===== src/rtl/mapache64_pkg.sv =====
// mapache64 shared types and VRAM map.
// Used by the foreground renderer and obm_dma.
package mapache64;

  typedef logic [11:0] vram_address_t;
  typedef logic [7:0]  data_t;

  localparam vram_address_t PMF_BASE = 12'h000;
  localparam vram_address_t OBM_BASE = 12'h800;

  typedef enum logic [1:0] {
    IDLE,
    WAIT,
    RUN,
    DRAIN
  } dma_state_t;

endpackage


===== src/rtl/obm_dma.sv =====
// obm_dma: copies one work-RAM page into OBM
// during vertical blank, one byte per cycle.
module obm_dma #(
  parameter int NUM_OBJECTS      = 64,
  parameter int BYTES_PER_OBJECT = 4,
  parameter mapache64::vram_address_t OBM_BASE =
    mapache64::OBM_BASE
) (
  input  logic                     cpu_clk,
  input  logic                     rst,
  input  logic                     start_i,
  input  logic [7:0]               src_page_i,
  input  logic                     vblank_i,
  output logic [15:0]              ram_address_o,
  output logic                     ram_ren_o,
  input  mapache64::data_t         ram_data_i,
  output mapache64::vram_address_t vram_address_o,
  output mapache64::data_t         data_o,
  output logic                     wen_o,
  output logic                     SELECT_obm_o,
  output logic                     busy_o,
  output logic                     done_o
);

  import mapache64::*;

  localparam int L  = NUM_OBJECTS * BYTES_PER_OBJECT;
  localparam int IW = $clog2(L) + 1;

  localparam logic [IW-1:0] LAST = IW'(L - 1);
  localparam logic [IW-1:0] LEN  = IW'(L);

  dma_state_t    state;
  logic [7:0]    page;
  logic [IW-1:0] idx;
  logic [IW-1:0] widx;
  logic          s1_valid;

  // Sequencer plus the two-stage read->write pipe.
  // ram_ren_o is stage 0, s1_valid stage 1,
  // wen_o stage 2; in-flight bytes drain even
  // after vblank drops.
  always_ff @(posedge cpu_clk) begin
    if (rst) begin
      state          <= IDLE;
      page           <= '0;
      idx            <= '0;
      widx           <= '0;
      s1_valid       <= 1'b0;
      ram_ren_o      <= 1'b0;
      ram_address_o  <= '0;
      vram_address_o <= '0;
      data_o         <= '0;
      wen_o          <= 1'b0;
      SELECT_obm_o   <= 1'b0;
      busy_o         <= 1'b0;
      done_o         <= 1'b0;
    end else begin
      wen_o        <= s1_valid;
      SELECT_obm_o <= s1_valid;
      data_o       <= s1_valid ? ram_data_i : '0;
      vram_address_o <= s1_valid
        ? OBM_BASE + 12'(widx) : '0;
      if (s1_valid) widx <= widx + 1'b1;

      s1_valid      <= ram_ren_o;
      ram_ren_o     <= 1'b0;
      ram_address_o <= '0;
      done_o        <= 1'b0;

      unique case (state)
        IDLE: begin
          // a start in the done cycle is dropped
          if (start_i && !done_o) begin
            page   <= src_page_i;
            busy_o <= 1'b1;
            widx   <= '0;
            if (vblank_i) begin
              ram_ren_o     <= 1'b1;
              ram_address_o <= {src_page_i, 8'h00};
              idx           <= IW'(1);
              state <= (L == 1) ? DRAIN : RUN;
            end else begin
              idx   <= '0;
              state <= WAIT;
            end
          end
        end
        WAIT, RUN: begin
          if (vblank_i) begin
            ram_ren_o     <= 1'b1;
            ram_address_o <= {page, 8'(idx)};
            idx           <= idx + 1'b1;
            state <= (idx == LAST) ? DRAIN : RUN;
          end else begin
            state <= WAIT;
          end
        end
        DRAIN: begin
          // wen_o with widx==L is the final byte
          if (wen_o && widx == LEN) begin
            done_o <= 1'b1;
            busy_o <= 1'b0;
            state  <= IDLE;
          end
        end
        default: state <= IDLE;
      endcase
    end
  end

endmodule


===== config.mk =====
export PLATFORM = sky130hd
export DESIGN_NAME = obm_dma
export DESIGN_NICKNAME = d
export VERILOG_FILES = /design/src/rtl/mapache64_pkg.sv /design/src/rtl/obm_dma.sv
export SDC_FILE = /design/constraint.sdc
export NUM_CORES = 1
export LEC_CHECK = 0
export BUFFER_PORTS_ARGS = -buffer_cell sky130_fd_sc_hd__buf_2
export CAP_MARGIN = 5
export CORE_MARGIN = 10
export CORE_UTILIZATION = 30
export DETAILED_ROUTE_END_ITERATION = 8
export PLACE_DENSITY_LB_ADDON = 0.1
export SYNTH_ARGS = -nofsm -noshare
export SYNTH_HDL_FRONTEND = slang
export SYNTH_SLANG_ARGS = --single-unit

===== constraint.sdc =====
create_clock -name cpu_clk -period 4.18 [get_ports cpu_clk]
set_clock_uncertainty 0.15 [all_clocks]
set_input_delay 0.627 -clock cpu_clk [delete_from_list [all_inputs] [get_ports cpu_clk]]
set_output_delay 0.627 -clock cpu_clk [all_outputs]
set_load 0.005 [all_outputs]

After elaboration in Yosys (flattened, before gate mapping)
Cells that the tools add are included.
Widths: inputs -> output; s select.
{"block": "op_classes", "n_addsub": 3, "multipliers": 0, "div": 0, "n_lt_le_gt_ge": 0, "n_eq_ne": 8, "n_shift": 0, "mux": 24, "bitwise_logic": 2, "reduce_logical": 13}
{"cell": "$mux 16", "count": 3}
{"cell": "$mux 9", "count": 5}
{"cell": "$pmux 16 s2", "count": 1}
{"cell": "$add 9x1->9 const B", "count": 2}
{"cell": "$pmux 9 s2", "count": 1}
{"cell": "$add 12x9->12 const A", "count": 1}
{"cell": "$eq 9x8->1 const B", "count": 1}
{"cell": "$eq 9x9->1 const B", "count": 1}
{"cell": "$mux 2", "count": 4}
{"cell": "$mux 1", "count": 7}
{"cell": "$ne 2x2->1 const B", "count": 3}
{"cell": "$pmux 2 s3", "count": 1}
{"cell": "$reduce_and 3->1", "count": 2}
{"cell": "$reduce_or 2->1", "count": 3}
{"cell": "$eq 2x2->1 const B", "count": 2}
{"cell": "$pmux 1 s2", "count": 2}
{"cell": "$reduce_and 2->1", "count": 2}
{"cell": "$reduce_bool 2->1", "count": 2}
{"cell": "$eq 2x1->1 const B", "count": 1}
{"cell": "$logic_and 1x1->1", "count": 2}
{"cell": "$logic_not 2->1", "count": 1}
{"cell": "$not 1->1", "count": 2}
{"cell": "$logic_not 1->1", "count": 1}
{"block": "word_totals", "ff_bits": 69, "latch_bits": 0, "ram_bits": 0, "mem_bits_ro": 0, "out_inout_bits": 41, "word_cells": 62, "mem_count": 0}

Depth between registers and ports, before layout
Gate-level depths: netlist of run 1.
{"block": "logic_depth", "word_depth": 4, "ltp_mapped": 8, "depth_no_buf": 8}

Worst setup path before layout of run 1
Ideal clock, no wire load.
{"block": "synth_path", "kind": "register to register", "start": "register state[0]", "end": "register idx[0]", "setup_time_ns": 0.091, "arrival_time_ns": 1.671, "required_time_ns": 3.939, "slack_ns": 2.268, "stages_incl_launch_ff": 6, "synth_period_minus_slack_ns": 1.912, "cell_sequence": "dfxtp_1 inv_1 ha_1 mux2i_1 a21oi_2 a311oi_1"}
{"block": "synth_between", "elab_chain_len": 4}
{"element": "start: declaration", "line_no": "obm_dma.sv:33", "rtl": "dma_state_t state;"}
{"element": "start signal: assignment", "line_no": "obm_dma.sv:82", "rtl": "state <= (L == 1) ? DRAIN : RUN;"}
{"element": "start signal: assignment", "line_no": "obm_dma.sv:94", "rtl": "state <= (idx == LAST) ? DRAIN : RUN;"}
{"element": "$eq 2x1->1 / $eq 2x2->1 (equally long branches)", "line_no": "obm_dma.sv:71", "rtl": "unique case (state)"}
{"element": "$reduce_or 2->1", "line_no": "obm_dma.sv:71"}
{"element": "$ne 2x2->1 (no source line) / $reduce_bool 2->1 (equally long branches)"}
{"element": "$reduce_and 3->1 (no source line)"}
{"element": "end signal: assignment", "line_no": "obm_dma.sv:93", "rtl": "idx <= idx + 1'b1;"}
{"element": "end: declaration", "line_no": "obm_dma.sv:35", "rtl": "logic [IW-1:0] idx;"}
Several ways; a longest one is shown, not always the timed one.
A chain may end at the register's enable or synchronous reset.

Worst setup path after layout of run 1
{"block": "layout_path", "start": "register state[0]", "end": "register idx[1]"}
The elaborated chain is that of the path after synthesis.

==> results of run 1 <==
-- cells in the final DEF (no fill, tap or decap), drive strengths merged, types with 2 or more instances in the layout --
master / Yosys / layout
a21oi: 19 / 19
inv: 9 / 9
a211oi: 3 / 3
dfxtp: 67 / 67
a2111oi: 4 / 4
or2: 2 / 2
nor2b: 4 / 4
buf: 6 / 58
nand4: 5 / 5
and2: 19 / 19
nor3b: 3 / 3
clkbuf: 8 / 13
ha: 7 / 7
xor2: 5 / 5
nand3: 3 / 3
nor2: 26 / 26
mux2i: 7 / 7
nand2b: 5 / 5
and3: 10 / 10
conb: 1 / 2
xnor2: 9 / 9
nand2: 32 / 32
-- where the power goes --
group	internal [µW]	switching, µW	leakage [µW]
logic	48.4	89.6	0.000682
registers	659	13.8	0.000543
clock network	305	227	0.0000995
-- cell usage after synthesis (all sizes together) --
| library cell | count | area [µm²] |
|---|---|---|
| nand3 | 3 | 15.0 |
| a2111oi | 4 | 60.1 |
| dfxtp | 67 | 1340 |
| o21bai | 1 | 7.51 |
| nand2b | 5 | 31.3 |
| nand4 | 5 | 31.3 |
| ha | 7 | 87.6 |
| o21ai | 1 | 5.00 |
| or2 | 2 | 12.5 |
| mux2i | 7 | 70.1 |
| nand2 | 32 | 120 |
| a21oi | 19 | 98.9 |
| nor2 | 26 | 97.6 |
| buf | 6 | 36.3 |
| xnor2 | 9 | 78.8 |
| nor4 | 1 | 6.26 |
| conb | 1 | 3.75 |
| a211oi | 3 | 22.5 |
| inv | 9 | 33.8 |
| nor3b | 3 | 22.5 |
| and2 | 19 | 119 |
| a311oi | 1 | 8.76 |
| and3 | 10 | 62.6 |
| clkbuf | 8 | 30.0 |
| nor2b | 4 | 25.0 |
| xor2 | 5 | 43.8 |
| or3b | 1 | 8.76 |
-- layout make-up --
cell class,instances,area share
multi-input combinational,170,0.344
tap,105,0.0433
clock buffer,13,0.0524
clock inverter,2,0.0116
sequential,67,0.442
inverter,9,0.0111
timing repair buffer,58,0.0957
-- cells by family (layout without fill, tap and decap cells) --
kind of cell,after synthesis,count (layout)
AOI/OAI and AO/OA,29,29
xor gates and xnor gates,14,14
adders and majority gates,7,7
buffers and inverters,23,82
DFF,67,67
muxes,7,7
other,1,2
and+or+nand+nor,111,111
-- metrics by stage --
step	total power (µW)	worst slack [ns]	utilization	instances	area [µm²]
finish	1340	1.57	0.373	424	3030
global route	1420	1.29	0.373	424	3030
CTS	1370	1.54	0.373	424	3030
detailed placement	829	1.55	0.349	409	2840
global placement	827	1.62	0.349	409	2840
floorplan	786	2.27	-	260	2480
-- routing by layer --
metal  wire [µm]  vias up  part of all wire  GRT usage
li1            -      954                 -          -
met1        2340      841              0.43      0.100
met2        2600       43              0.48      0.145
met3         367       10             0.068     0.0444
met4          76        0             0.014     0.0391
met5           0        -                 0          0
-- registers in the layout, indices dropped and copies added (netlist names), 2 cells and up --
signal / cells
ram_address_o: 16
vram_address_o: 10
idx: 9
widx: 9
data_o: 8
page: 8
state: 2
-- worst paths after layout --
path,start,end,slack [ns]
worst max-delay path,state[0],idx[1],1.57
worst min-delay path,page[4],page[4],0.31
worst max register to register,state[0],idx[1],1.57
worst min register to register,page[4],page[4],0.31
-- worst max-delay path: cells and delay by family (launching register included) --
family / cells / cell delay, ns
AOI/OAI and AO/OA: 1 / 0.14
adders and majority gates: 1 / 0.75
buffers and inverters: 1 / 0.06
DFF: 1 / 0.39
muxes: 2 / 0.95
and+or+nand+nor: 1 / 0.05
==> flow_summary_export.csv, run 1 <==
group,metric,value,unit
run_status,status,"completed",
setup_path,path_cells,"inv_1, ha_1, mux2i_1, a21oi_2, mux2i_1, nor2_1",
sta,max_freq,383,MHz
power_and_ir_drop,cellPowerDensity,443,mW/mm²
logic_synthesis,ys_seq_area_frac,0.541,
sta,setup_tns,0,ns
cts,ctsResizeCount,0,
sta,fin_crit,2.61,ns
setup_path,worstRegToRegCells,6,
sta,timing.hold.ws,0.308,ns
cts,cts_buffers,9,
global_routing,grt_pass1_vias,1863,
die,fp-row-count,33,
cts,clk_latency,0.33,ns
global_routing,grt_pass1_wl,9180,µm
cts,cts_tree,"done",
power_and_ir_drop,peakVddDrop,0.180,mV
cts,clk_path_buf_depth,2,
sta,maxSlewHeadroom,0.385,
final_layout,drive_gt1_frac,0.241,
sta,hold_violations,0,
sta,worst_slew_pin_slew,0.920,ns
setup_path,cp_slowest_cell,"ha_1",
final_layout,diodes,0,
drt,vias,1848,
setup_path,path_max_fanout,24,
setup_path,worstPathArrival,2.67,ns
final_layout,syn_to_final_growth,22.3,%
placed_design,hpwl,3800,µm
cts,h-tree-depth,3,
die,die_x,111,µm
final_layout,fillers,840,
drt,detail-route-antenna-nets,0,
drt,drt_first_iter_violations,65,
global_routing,grt_max_degree,25,
placed_design,place_congestion,0.760,
drt,viasPerCell,4.36,
final_layout,register_area,0.00134,mm²
setup_path,cpMostUsedCell,"mux2i_1",
logic_synthesis,yosys.cell_types.count,31,
drt,drcViolationCount,0,
setup_path,required,4.24,ns
drt,wl_per_cell,12.7,µm
logic_synthesis,synth_compound_area_frac,0.0817,
logic_synthesis,syn_inst,259,
setup_path,critPathCaptureType,"register",
sta,period_share,0.625,
cts,cts_setup_buffers,0,
placed_design,io_buffers,58,
drt,dr.pass1.iters,4,
global_routing,gr-total-overflow,0,
cts,clk_pin_slew,0.07,ns
global_routing,track_usage,0.0907,
final_layout,multiInputGateArea,0.00104,mm²
logic_synthesis,synthSimpleGateAreaFrac,0.223,
die,dieArea,0.0123,mm²
die,core-area,0.00813,mm²
sta,final-setup-viol-count,0,
setup_path,setup.worst_path.class,"reg2reg",
final_layout,nNetsFinal,342,
cts,clock_sinks,67,
setup_path,max_stage_delay,0.75,ns
logic_synthesis,ys_seq_elements,67,
die,ioPinCount,61,
cts,hold_buffers,0,
logic_synthesis,synth-xor-area-share,0.0494,
power_and_ir_drop,power_leakage,0.00132,µW
die,die_h,111,µm
sta,drv_slew,0,
job,cap_violations,0,
logic_synthesis,yosysWarnings,0,
logic_synthesis,synthAdderAreaFrac,0.0353,
global_routing,grt_antenna_before_repair,0,
setup_path,start_kind,"register",
logic_synthesis,synthMuxAreaShare,0.0283,
min_path,hp-class,"reg2reg",
logic_synthesis,synth_top_family_by_area,"simple AND/OR/NAND/NOR gates",
drt,wirelength,5390,µm
sta,rsz0062_at_grt,"no",
die,initial_core_util,0.305,
logic_synthesis,syn-cell-area,0.00248,mm²
cts,clockRootBuffer,"clkbuf_8",
logic_synthesis,synth_area_per_cell,9.57,µm²
min_path,whs_path_depth,2,
Note: power is estimated with default switching activity, not from simulation.
==> run 2: changes to the inputs <==
ABC_AREA = 1   (was default)
clock period = 2.6 ns   (was 4.18 ns; I/O delays follow)
==> run 2 against run 1 <==
Net effect:
- count of clock-buffer cells in the layout is 2 higher
- critical path depth is 3 higher
- global-route usage is 0.87 points higher
- first-iteration DRC count is 20% higher
- hold slack worse by 0.19 ns
- fmax is 22% higher
- non-clock buffer count is 2 higher
- clock power is 69% higher
- core utilization is 0.60 points higher
- synthesized cell count is 24% higher
==> flow_summary_export.csv, run 2 <==
group,metric,value,unit
drt,vias,2120,
logic_synthesis,async_flop_share,0,
sta,final-setup-viol-count,0,
logic_synthesis,yosysTopAreaCellShare,0.528,
final_layout,fillers,897,
setup_path,r2r-start,"state[0]",
setup_path,critPathCaptureType,"register",
placed_design,io_buffers,58,
sta,setup_tns,0,ns
logic_synthesis,yosysWarnings,0,
logic_synthesis,synth_top_family_by_area,"simple AND/OR/NAND/NOR gates",
min_path,hp-class,"in2reg",
logic_synthesis,syn_inst,322,
job,cap_violations,0,
logic_synthesis,ys_seq_area_frac,0.528,
global_routing,grt_max_degree,20,
drt,drcViolationCount,0,
setup_path,cp_slowest_cell,"ha_1",
sta,period_share,0.823,
final_layout,syn_to_final_growth,22.6,%
logic_synthesis,synth_area_per_cell,7.89,µm²
logic_synthesis,synth-xor-area-share,0,
cts,cts_buffers,9,
power_and_ir_drop,cellPowerDensity,769,mW/mm²
drt,wirelength,6110,µm
logic_synthesis,synth_compound_area_frac,0.0828,
setup_path,setup.worst_path.class,"reg2reg",
cts,clk_latency,0.33,ns
run_status,status,"completed",
logic_synthesis,synthMuxAreaShare,0,
drt,drt_first_iter_violations,78,
die,fp-row-count,33,
final_layout,final_cell_mix,"dfxtp_1 (67), nor2_1 (67), buf_2 (58)",
logic_synthesis,synth_edf_count,0,
min_path,min-delay-start,"ram_data_i[2]",
drt,wl_per_cell,12.4,µm
setup_path,required,2.67,ns
sta,drv_slew,0,
global_routing,grt_antenna_before_repair,0,
cts,cts_setup_buffers,0,
setup_path,start_kind,"register",
power_and_ir_drop,power_leakage,0.00141,µW
placed_design,placed_cells,476,
drt,detail-route-antenna-nets,0,
setup_path,max_stage_delay,0.58,ns
logic_synthesis,synthAdderAreaFrac,0.0345,
global_routing,grt_pass1_vias,2225,
final_layout,largest_register_ffs,16,
drt,viasPerCell,4.31,
final_layout,final_cells,492,
cts,hold_buffers,0,
logic_synthesis,yosys.cell_types.count,24,
logic_synthesis,netlist.top_cell.by_area,"dfxtp_1",
die,initial_core_util,0.309,
die,dieArea,0.0125,mm²
global_routing,track_usage,0.0993,
logic_synthesis,synth_area_leaders,"dfxtp_1 (53%), nor2_1 (9.9%), nand2_1 (5.8%)",
cts,cts_tree,"done",
die,die_h,112,µm
sta,max_freq,467,MHz
final_layout,regMostFlops,"ram_address_o",
sta,fin_crit,2.14,ns
global_routing,gr-total-overflow,0,
power_and_ir_drop,finalPower,2390,µW
cts,clk_pin_slew,0.07,ns
die,core-area,0.00822,mm²
cts,clockRootBuffer,"clkbuf_8",
sta,timing.hold.ws,0.122,ns
global_routing,grt_pass1_wl,10500,µm
cts,clk_path_buf_depth,2,
setup_path,path_max_fanout,13,
logic_synthesis,ys_seq_elements,67,
logic_synthesis,synth-main-ff-cell,"dfxtp_1",
cts,clock_sinks,67,
final_layout,diodes,0,
final_layout,drive_gt1_frac,0.220,
final_layout,largest_registers,"ram_address_o (16), vram_address_o (10)",
final_layout,nNetsFinal,409,
cts,ctsResizeCount,0,
setup_path,startpoint,"state[0]",
logic_synthesis,synthSimpleGateAreaFrac,0.265,
final_layout,multiInputGateArea,978,µm²
placed_design,hpwl,4450,µm
die,die_x,112,µm
die,ioPinCount,61,
cts,h-tree-depth,3,
power_and_ir_drop,peakVddDrop,0.289,mV
drt,dr.pass1.iters,4,
logic_synthesis,synthTopCellsByCount,"dfxtp_1 (67), nor2_1 (67), nand2_1 (39), inv_1 (36), a21oi_1 (24)",
logic_synthesis,syn-cell-area,0.00254,mm²
placed_design,place_congestion,0.795,
setup_path,path_cells,"inv_1, ha_1, nand2_4, nand2_2, nand2_2, nor2_1, nand4_1, nand2_1, nor2_1",
final_layout,register_area,0.00134,mm²
sta,rsz0062_at_grt,"no",
setup_path,worstPathArrival,2.21,ns
sta,hold_violations,0,
run 2: final timing paths:
check	end	slack, ns	depth (start not counted)
setup / recovery	idx[7]	0.46	9
setup reg to reg	idx[7]	0.46	9
hold / removal	data_o[2]	0.12	3
hold reg to reg	s1_valid	0.28	2
run 2: per-stage QoR:
step | cell area, µm² | worst slack [ns] | util
2_1_floorplan | 2540 | 0.903 | -
3_3_place_gp | 2910 | 0.575 | 0.354
3_5_place_dp | 2910 | 0.469 | 0.354
4_1_cts | 3110 | 0.440 | 0.379
5_1_grt | 3110 | 0.273 | 0.379
6_report | 3110 | 0.460 | 0.379
run 2: routing by layer:
metal | global-route usage | up-vias | share of wire | wire length [µm]
met4 | 0.0440 | 0 | 0.016 | 97
li1 | - | 1129 | - | -
met1 | 0.121 | 932 | 0.49 | 3000
met5 | 0 | - | 0 | 0
met2 | 0.153 | 50 | 0.44 | 2660
met3 | 0.0373 | 9 | 0.059 | 358
run 2: area by class of cell:
class | instances | share of cell area
Tap cell | 105 | 0.0422
Clock buffer | 15 | 0.0567
Inverter | 40 | 0.0482
Timing Repair Buffer | 60 | 0.0981
Multi-Input combinational cell | 204 | 0.314
Clock inverter | 1 | 0.00965
Sequential cell | 67 | 0.431
run 2: worst max-delay path: cells and delay by family, from the launching register on:
kind,cells,cell delay [ns]
fa+ha+maj,1,0.58
buf+inv,1,0.06
flops,1,0.38
simple gates,7,0.84
run 2: cell families after synthesis:
| logic type | after synthesis |
|---|---|
| buffers and inverters | 52 |
| other | 1 |
| DFF | 67 |
| and+or+nand+nor | 153 |
| adders and majority gates | 7 |
| AOI/OAI and AO/OA | 42 |
run 2: power by group:
group	switching (µW)	internal [µW]	total [µW]
logic	256	118	373
clock network	375	524	899
registers	33.4	1090	1120
total	664	1730	2390
